==> src/rtl/gtxe2_chnl_pkg.sv <==
// Shared definitions for the GTXE2 channel TX/RX rate-change sequencers.
package gtxe2_chnl_pkg;

  localparam logic [2:0] RATE_DEFAULT = 3'b000;
  localparam logic [2:0] RATE_DIV1    = 3'b001;
  localparam logic [2:0] RATE_DIV2    = 3'b010;
  localparam logic [2:0] RATE_DIV4    = 3'b011;
  localparam logic [2:0] RATE_DIV8    = 3'b100;
  localparam logic [2:0] RATE_DIV16   = 3'b101;

  typedef enum logic [1:0] {
    StIdle,
    StHold,
    StSettle,
    StDone
  } rate_state_e;

  // Codes 110/111 are reserved and behave as the default rate.
  function automatic logic [2:0] norm_rate(input logic [2:0] code);
    return (code == 3'b110 || code == 3'b111) ? RATE_DEFAULT : code;
  endfunction

  function automatic logic [4:0] rate_to_div(input logic [2:0] code,
                                             input int unsigned txout_div);
    logic [4:0] div;
    unique case (code)
      RATE_DIV1:  div = 5'd1;
      RATE_DIV2:  div = 5'd2;
      RATE_DIV4:  div = 5'd4;
      RATE_DIV8:  div = 5'd8;
      RATE_DIV16: div = 5'd16;
      default:    div = txout_div[4:0];
    endcase
    return div;
  endfunction

endpackage

==> src/rtl/gtxe2_chnl_tx_rate_ctrl_if.sv <==
// Fabric-side TXRATE request and divider control bundle of the TX rate sequencer.
interface gtxe2_chnl_tx_rate_ctrl_if;
  logic [2:0] TXRATE;
  logic [2:0] tx_rate_sel;
  logic [4:0] tx_serial_div;
  logic       tx_div_rst;
  logic       TXRATEDONE;
  logic       tx_rate_busy;

  modport master (
    output TXRATE,
    input  tx_rate_sel, tx_serial_div, tx_div_rst, TXRATEDONE, tx_rate_busy
  );

  modport slave (
    input  TXRATE,
    output tx_rate_sel, tx_serial_div, tx_div_rst, TXRATEDONE, tx_rate_busy
  );
endinterface

==> src/rtl/gtxe2_chnl_rate_timer.sv <==
// Loadable down-counter that stops at zero and flags it.
module gtxe2_chnl_rate_timer #(
  parameter int unsigned Width = 4
) (
  input  logic             clk,
  input  logic             rst,
  input  logic             load,
  input  logic [Width-1:0] load_val,
  output logic             zero
);

  logic [Width-1:0] cnt_q;

  always_ff @(posedge clk or posedge rst) begin
    if (rst) begin
      cnt_q <= '0;
    end else if (load) begin
      cnt_q <= load_val;
    end else if (cnt_q != '0) begin
      cnt_q <= cnt_q - 1'b1;
    end
  end

  assign zero = (cnt_q == '0);

endmodule

==> src/rtl/gtxe2_chnl_tx_rate_ctrl.sv <==
// TX line-rate change sequencer: holds the dividers in reset, switches the select,
// waits a settle interval and pulses TXRATEDONE.
module gtxe2_chnl_tx_rate_ctrl
  import gtxe2_chnl_pkg::*;
#(
  parameter int unsigned TXOUT_DIV     = 2,
  parameter int unsigned RST_CYCLES    = 4,
  parameter int unsigned SETTLE_CYCLES = 8
) (
  input  logic                            TXUSRCLK2,
  input  logic                            GTTXRESET,
  gtxe2_chnl_tx_rate_ctrl_if.slave        bus
);

  localparam int unsigned MaxCycles = (RST_CYCLES > SETTLE_CYCLES) ? RST_CYCLES : SETTLE_CYCLES;
  localparam int unsigned CntW      = $clog2(MaxCycles) + 1;

  rate_state_e state_q, state_d;
  logic [2:0]  target_q, target_d;
  logic [2:0]  rate_sel_q;
  logic [4:0]  serial_div_q;
  logic [2:0]  rate_norm;
  logic        apply;
  logic        load;
  logic [CntW-1:0] load_val;
  logic        cnt_zero;

  assign rate_norm = norm_rate(bus.TXRATE);

  gtxe2_chnl_rate_timer #(
    .Width (CntW)
  ) u_timer (
    .clk      (TXUSRCLK2),
    .rst      (GTTXRESET),
    .load     (load),
    .load_val (load_val),
    .zero     (cnt_zero)
  );

  always_comb begin
    state_d  = state_q;
    target_d = target_q;
    apply    = 1'b0;
    load     = 1'b0;
    load_val = '0;
    unique case (state_q)
      StIdle: begin
        if (rate_norm != rate_sel_q) begin
          state_d  = StHold;
          target_d = rate_norm;
          load     = 1'b1;
          load_val = CntW'(RST_CYCLES - 1);
        end
      end
      StHold: begin
        // Select switches on the same edge that releases the divider reset.
        if (cnt_zero) begin
          state_d  = StSettle;
          apply    = 1'b1;
          load     = 1'b1;
          load_val = CntW'(SETTLE_CYCLES - 1);
        end
      end
      StSettle: begin
        if (cnt_zero) state_d = StDone;
      end
      StDone: state_d = StIdle;
      default: state_d = StIdle;
    endcase
  end

  always_ff @(posedge TXUSRCLK2 or posedge GTTXRESET) begin
    if (GTTXRESET) begin
      state_q      <= StIdle;
      target_q     <= RATE_DEFAULT;
      rate_sel_q   <= RATE_DEFAULT;
      serial_div_q <= rate_to_div(RATE_DEFAULT, TXOUT_DIV);
    end else begin
      state_q  <= state_d;
      target_q <= target_d;
      if (apply) begin
        rate_sel_q   <= target_q;
        serial_div_q <= rate_to_div(target_q, TXOUT_DIV);
      end
    end
  end

  assign bus.tx_rate_sel   = rate_sel_q;
  assign bus.tx_serial_div = serial_div_q;
  assign bus.tx_div_rst    = (state_q == StHold);
  assign bus.TXRATEDONE    = (state_q == StDone);
  assign bus.tx_rate_busy  = (state_q != StIdle);

endmodule

==> src/flat_wrapper.sv <==
// flat-port wrapper written by rule: the top's interface ports become plain ports
module gtxe2_chnl_tx_rate_ctrl_flat import gtxe2_chnl_pkg::*;
#(
  parameter int unsigned TXOUT_DIV     = 2,
  parameter int unsigned RST_CYCLES    = 4,
  parameter int unsigned SETTLE_CYCLES = 8
)
  (TXUSRCLK2, GTTXRESET, bus_TXRATE, bus_tx_rate_sel, bus_tx_serial_div, bus_tx_div_rst, bus_TXRATEDONE, bus_tx_rate_busy);
  gtxe2_chnl_tx_rate_ctrl_if bus_i ();
  input  logic TXUSRCLK2;
  input  logic GTTXRESET;
  input wire logic [$bits(bus_i.TXRATE)-1:0] bus_TXRATE;
  output wire logic [$bits(bus_i.tx_rate_sel)-1:0] bus_tx_rate_sel;
  output wire logic [$bits(bus_i.tx_serial_div)-1:0] bus_tx_serial_div;
  output wire logic [$bits(bus_i.tx_div_rst)-1:0] bus_tx_div_rst;
  output wire logic [$bits(bus_i.TXRATEDONE)-1:0] bus_TXRATEDONE;
  output wire logic [$bits(bus_i.tx_rate_busy)-1:0] bus_tx_rate_busy;
  assign bus_i.TXRATE = bus_TXRATE;
  assign bus_tx_rate_sel = bus_i.tx_rate_sel;
  assign bus_tx_serial_div = bus_i.tx_serial_div;
  assign bus_tx_div_rst = bus_i.tx_div_rst;
  assign bus_TXRATEDONE = bus_i.TXRATEDONE;
  assign bus_tx_rate_busy = bus_i.tx_rate_busy;
  gtxe2_chnl_tx_rate_ctrl #(.TXOUT_DIV(TXOUT_DIV), .RST_CYCLES(RST_CYCLES), .SETTLE_CYCLES(SETTLE_CYCLES)) u_core (.TXUSRCLK2(TXUSRCLK2), .GTTXRESET(GTTXRESET), .bus(bus_i));
endmodule
==> config.mk <==
export PLATFORM = sky130hd
export DESIGN_NAME = gtxe2_chnl_tx_rate_ctrl_flat
export DESIGN_NICKNAME = d
export VERILOG_FILES = /design/src/rtl/gtxe2_chnl_pkg.sv /design/src/rtl/gtxe2_chnl_tx_rate_ctrl_if.sv /design/src/rtl/gtxe2_chnl_rate_timer.sv /design/src/rtl/gtxe2_chnl_tx_rate_ctrl.sv /design/src/flat_wrapper.sv
export SDC_FILE = /design/constraint.sdc
export NUM_CORES = 1
export LEC_CHECK = 0
export CAP_MARGIN = 20
export CELL_PAD_IN_SITES_DETAIL_PLACEMENT = 1
export CELL_PAD_IN_SITES_GLOBAL_PLACEMENT = 2
export CORE_MARGIN = 8
export CORE_UTILIZATION = 31
export CTS_BUF_LIST = sky130_fd_sc_hd__clkbuf_8
export DETAILED_ROUTE_END_ITERATION = 16
export PLACE_DENSITY = 0.83
export REMOVE_ABC_BUFFERS = 1
export SLEW_MARGIN = 20
export SYNTH_ARGS = -nofsm -noshare
export SYNTH_HDL_FRONTEND = slang
export SYNTH_HIERARCHICAL = 1
export SYNTH_SLANG_ARGS = --single-unit
==> constraint.sdc <==
create_clock -name TXUSRCLK2 -period 2.3 [get_ports TXUSRCLK2]
set_clock_uncertainty 0.15 [all_clocks]
set_input_delay 0.46 -clock TXUSRCLK2 [delete_from_list [all_inputs] [get_ports TXUSRCLK2]]
set_output_delay 0.46 -clock TXUSRCLK2 [all_outputs]
set_load 0.02 [all_outputs]
[Word level (Yosys, flattened, before mapping)]
Cells that the tools add are included.
Cells by class
  mux-type cells: 15
  reduce and logical (&&, ||, !) cells: 8
  $add $sub $neg: 1
  equal/unequal tests: 13
Operator list (count)
  5-bit one-hot mux with 4 select lines: 1
  3-bit == test, second input constant: 4
  2-bit two-way mux: 4
  4-bit two-way mux: 2
  2-bit one-hot mux with 4 select lines: 1
  4-bit one-hot mux with 2 select lines: 1
  3-bit two-way mux: 2
  2-bit by 1-bit != test with 1-bit output, second input constant: 3
  2-bit == test, second input constant: 2
  4-bit zero test: 1
  2-bit nonzero test: 2
  4-bit nonzero test: 1
  4-bit by 1-bit subtractor with 4-bit output, second input constant: 1
  3-bit by 1-bit == test with 1-bit output, second input constant: 1
  3-bit by 2-bit == test with 1-bit output, second input constant: 1
  1-bit two-way mux: 3
  3-bit != test: 1
  3-bit AND reduction: 1
  2-bit by 1-bit == test with 1-bit output, second input constant: 1
  2-bit zero test: 1
  1-bit one-hot mux with 2 select lines: 1
  2-bit AND reduction: 1
  1-bit logical OR: 1
Storage, ports and cells
  input bits: 5
  logic and storage cells: 42
  flip-flop bits (word level): 17
  output and inout port bits: 11

[Longest topological paths before layout]
  depth in word-level cells: 7
  depth in mapped cells: 9
  depth with buffers taken out: 7

[Hierarchy]
The synthesis kept the hierarchy.
By module, submodules not included
  gtxe2_chnl_tx_rate_ctrl: cells an instance 64, times used 1, area each 696.9 µm², seq. area each 326.6 µm²
  gtxe2_chnl_rate_timer: cells an instance 23, times used 1, area each 236.5 µm², seq. area each 100.1 µm²

[Worst setup path before layout]
Ideal clock, no wire load.
  path kind: reg2reg
  start point: register u_core.u_timer.cnt_q[0]
  end point: register u_core.u_timer.cnt_q[3]
  path buffers: 2
  arrival time: 1.944 ns
  setup time: 0.126 ns
  cell stages (with the launch flop): 10
  setup slack: 0.080 ns
  clock period less this slack: 2.220 ns
  required time: 2.024 ns
  cell sequence: dfrtp_1 > inv_1 > ha_1 > nor3b_4 > nand2_1 > clkbuf_1 > nand2_1 > clkbuf_1 > nor3_1 > a221o_1
On the way
  cells in the longest elaborated chain, start to end: 4
  elaborated cells between the ends (all ways): 8
  classes of those cells: add/sub (1); mux (4); reduce/logical (3)
Ends and longest elaborated chain
  start: declaration: line gtxe2_chnl_rate_timer.sv:12  | logic [Width-1:0] cnt_q;
  start signal: assignment: line gtxe2_chnl_rate_timer.sv:18  | cnt_q <= load_val;
  start signal: assignment: line gtxe2_chnl_rate_timer.sv:20  | cnt_q <= cnt_q - 1'b1;
  4-bit zero test *: line gtxe2_chnl_rate_timer.sv:24  | assign zero = (cnt_q == '0);
  via u_core.cnt_zero: line gtxe2_chnl_tx_rate_ctrl.sv:26  | logic cnt_zero;
  1-bit two-way mux *: line gtxe2_chnl_tx_rate_ctrl.sv:57  | if (cnt_zero) begin
  1-bit one-hot mux with 2 select lines *: line gtxe2_chnl_tx_rate_ctrl.sv:46  | unique case (state_q)
  via u_core.load: line gtxe2_chnl_tx_rate_ctrl.sv:24  | logic load;
  4-bit two-way mux or 2-bit nonzero test (tied branches)
Mark *: on every way through the listed nets, which the timed path passes. The rest lies on a longest branch. The select of a mux whose other input is x is not followed.
A chain may end at the register's enable or synchronous reset.

[Worst setup path in the final report]
  start point: input bus_TXRATE[2]
  end point: register u_core.state_q[1]
On the way
  cells in the longest elaborated chain, start to end: 6
  elaborated cells between the ends (all ways): 7
  classes of those cells: eq/ne (4); mux (1); reduce/logical (2)
Ends and longest elaborated chain
  start: declaration: line flat_wrapper.sv:12  | input wire logic [$bits(bus_i.TXRATE)-1:0] bus_TXRATE;
  3-bit == test: line gtxe2_chnl_pkg.sv:20  | return (code == 3'b110 || code == 3'b111) ? RATE_DEFAULT : code;
  1-bit logical OR: line gtxe2_chnl_pkg.sv:20
  3-bit two-way mux *: line gtxe2_chnl_pkg.sv:20
  3-bit != test *: line gtxe2_chnl_tx_rate_ctrl.sv:48  | if (rate_norm != rate_sel_q) begin
  2-bit by 1-bit != test with 1-bit output (no line) *
  3-bit AND reduction (no line) *
  end signal: assignment: line gtxe2_chnl_tx_rate_ctrl.sv:74  | state_q <= StIdle;
  end signal: assignment: line gtxe2_chnl_tx_rate_ctrl.sv:79  | state_q <= state_d;
  end: declaration: line gtxe2_chnl_tx_rate_ctrl.sv:18  | rate_state_e state_q, state_d;
Mark *: on every way between the ends. The rest lies on a longest branch, timed or not.

==> results by group <==
Timing
  – Final Cycle Share: around 95%
  – Slew Limit Fails: 0
  – RSZ-0062 raised after global routing: no
  – Slew at the pin with the worst max-slew slack: approximately 0.53 ns
  – Number of hold violations in the final report: 0
  – Setup violators final: 0
  – Peak Freq: between 400 and 500 MHz
  – Fin crit period: approximately 2.2 ns
  – Setup Total Neg Slack: 0 ns
  – Worst relative slew slack: about two thirds

Layout
  – Commonest non-fill, non-tap cells in the layout: dfrtp_1 (16), clkdlybuf4s50_1 (13), inv_1 (8), buf_4 (8), nand2_1 (7)
  – Post-route insts no fill: 145
  – Ant diodes: 0
  – Utilization after layout: about two fifths
  – Area grow syn2layout: 31.5%
  – Final net count: 124
  – Layout cells sized above 1: 22.3%
  – Most common cell after layout, fill and taps aside: dfrtp_1

Clock network
  – Latest clock arrival within the worst-skew pair: 0.26 ns
  – CTS tree: yes
  – CTS sink count: 17
  – Clk buf depth: 2
  – H-tree Lvls: 1
  – Cts bufs inserted: 3
  – Clk pin slew, worst setup/hold paths: approximately 0.07 ns
  – Hold-fix buffers, CTS: 0
  – CTS root buf: clkbuf_8

Yosys
  – Area contributors post-synth: dfrtp_1 (43%), ha_1 (8.0%), mux2_2 (6.0%)
  – Register area share after synthesis: between 40% and 50%
  – Synth cell types: 31
  – Gate Count Post-Synth: 87
  – Post-synthesis mux area share: 9.38%
  – Synth Warn #: 6
  – Compound-cell area share of the yosys netlist: 13.3%
  – Post-synth top area cell: dfrtp_1
  – Simple-Gate Fraction of Synth Area: 16.4%
  – Post-synth top area share: 42.9%
  – Top_reg_cell synth: dfrtp_1
  – Synth Cell Area: 933 um^2
  – Combinational family with the most area after synthesis: simple AND/OR/NAND/NOR gates
  – Synth Area per Inst: between 10 and 15 um^2
  – Ys async rst share: between 90% and 100%
  – Adder-cell share of the synthesized area: between 8 and 9%
  – Post-synth EDFFs: 0
  – Xor-xnor portion of the synthesized cell area: 2.82%
  – Seq cells post-synth: 17

Worst setup path
  – Critical path required time: 2.29 ns
  – Critical R2R Launch: u_core/state_q[1]
  – R2r worst-path depth: 6
  – R2R setup slack: 0.35 ns
  – Critical R2R Capture: u_core/state_q[1]
  – Critical Path Source Type: input port
  – Worst Setup End Kind: flip-flop
  – Kind of critical path: input port to flip-flop
  – Worst Path Max Fanout: 5
  – Worst Path Arrival: approximately 2.2 ns

Outcome
  – Status: completed

Route
  – Vias per cell: about 4.9
  – Final wirelength: between 2 and 2.5 mm
  – Antenna-violating nets left: 0
  – Starting DRT DRC Count: 8
  – DRT Pass-1 Iters: 2
  – DRC errors left: 0
  – Routed length per placed instance: ~15 um
  – DR vias: 716

Global routing
  – Largest net degree at the start of global routing: 14
  – Vias in the first global route: around 800
  – Initial antenna violation count: 0
  – Global-route wire length before repair: around 3.9 mm
  – Total GRT Usage: 10.1%
  – Grt ovf: 0

Floorplanning
  – Total core area: 2950 um^2
  – Die X: 70.9 um
  – Die height: approximately 70 um
  – Die footprint: between 5000 and 6000 um^2
  – Placement Rows: 20
  – Io pins: 16
  – Initial Util: a little under a third

Flow run
  – Max_cap viols: 0

Pwr
  – Leak Pwr: around 0.00057 uW
  – Max IR drop VDD: between 0.5 and 0.6 mV
  – Total Power: 1750 uW
  – Pwr Density: 1430 nW/um^2

Place
  – Routability Congestion: around 0.80
  – DP Cell Count: 141
  – Post-detail-place hpwl: between 1.5 and 2 mm
  – Port-buffer cells: 15

Min path
  – Hold crit path type: input port to asynchronous set/reset pin
-- worst max path at each step --
stage / startpoint / end / slack (ns) / depth (start not counted)
2_1_floorplan: u_core/u_timer/cnt_q[0] / u_core/u_timer/cnt_q[3] / 0.24 / 7
3_3_place_gp: bus_TXRATE[2] / u_core/u_timer/cnt_q[1] / -0.12 / 6
3_5_place_dp: bus_TXRATE[1] / u_core/u_timer/cnt_q[3] / -0.16 / 7
4_1_cts: u_core/state_q[1] / bus_tx_div_rst / 0.03 / 3
5_1_grt: bus_TXRATE[2] / u_core/u_timer/cnt_q[3] / 0.03 / 7
6_report: bus_TXRATE[2] / u_core/state_q[1] / 0.12 / 6
-- synthesized netlist by cell type, types with 2 or more instances --
| library cell | count |
|---|---|
| dfrtp_1 | 16 |
| inv_1 | 8 |
| nand2_1 | 8 |
| ha_1 | 6 |
| nor2_1 | 6 |
| mux2_2 | 5 |
| o21ai_0 | 3 |
| o2bb2ai_1 | 3 |
| a21oi_1 | 2 |
| a22o_1 | 2 |
| clkbuf_1 | 2 |
| mux2i_1 | 2 |
| nand2b_1 | 2 |
| nor3_1 | 2 |
| o31ai_1 | 2 |
| or2b_1 | 2 |
| xnor2_1 | 2 |
-- worst max-delay path: stages --
cell             delay [ns]
clkdlybuf4s50_1        0.54
nand2_2                0.08
or4_4                  0.42
buf_4                  0.15
o221ai_2               0.18
mux2_1                 0.34
-- where the power goes --
part | internal, uW | switching (uW) | leakage (uW)
sequential | 435 | 124 | 0.000216
clock | 120 | 109 | 0.0000255
combinational | 498 | 464 | 0.000328
total | 1050 | 697 | 0.000569
-- layer usage --
metal,routed length [um],vias up,global-route usage [%],share of wire (%)
met5,0,-,0,0
met4,39,0,4.85,1.8
met3,146,4,5.08,6.9
met2,997,10,16.1,47
met1,937,354,10.9,44
li1,-,348,-,-
-- sequential cells by signal, indices dropped and copies added (netlist names) --
register	count
u_core/bus.tx_rate_sel	3
u_core/bus.tx_serial_div	5
u_core/state_q	2
u_core/target_q	3
u_core/u_timer/cnt_q	4
-- cell type report --
class / instances / area (um^2)
clock buffer: 3 / 41.3
clock inverter: 1 / 5.00
fill: 353 / 1730
inverter: 8 / 30.0
multi-input combinational: 60 / 472
sequential: 17 / 427
tap: 33 / 41.3
timing repair buffer: 23 / 211
-- what timing repair did --
item / in CTS / in global routing
gates resized for setup: 1 / 2
setup buffers: 0 / 0
endpoints found under the setup margin: 1 / 2
hold endpoints to repair: 0 / 0
pin swaps: 0 / 0
-- cell families (layout without fill, tap and decap cells) --
| family | count (synthesis) | in the layout |
|---|---|---|
| flip-flops | 17 | 17 |
| multiplexers | 8 | 8 |
| XOR/XNOR | 3 | 3 |
| buffers and inverters | 10 | 35 |
| AND/OR/NAND/NOR | 26 | 26 |
| other | 1 | 1 |
| adder cells (fa/ha/maj) | 6 | 6 |
| AO/OA/AOI/OAI | 16 | 16 |
-- per-stage QoR --
step	cell area (um^2)	worst slack, ns	hold WS, ns
6_report	1230	0.117	0.269
3_5_place_dp	1180	-0.162	0.328
4_1_cts	1220	0.0341	0.264
5_1_grt	1230	0.0309	0.287
3_3_place_gp	1180	-0.118	0.311
2_1_floorplan	926	0.244	0.0761
(Power assumes the default switching activity.)
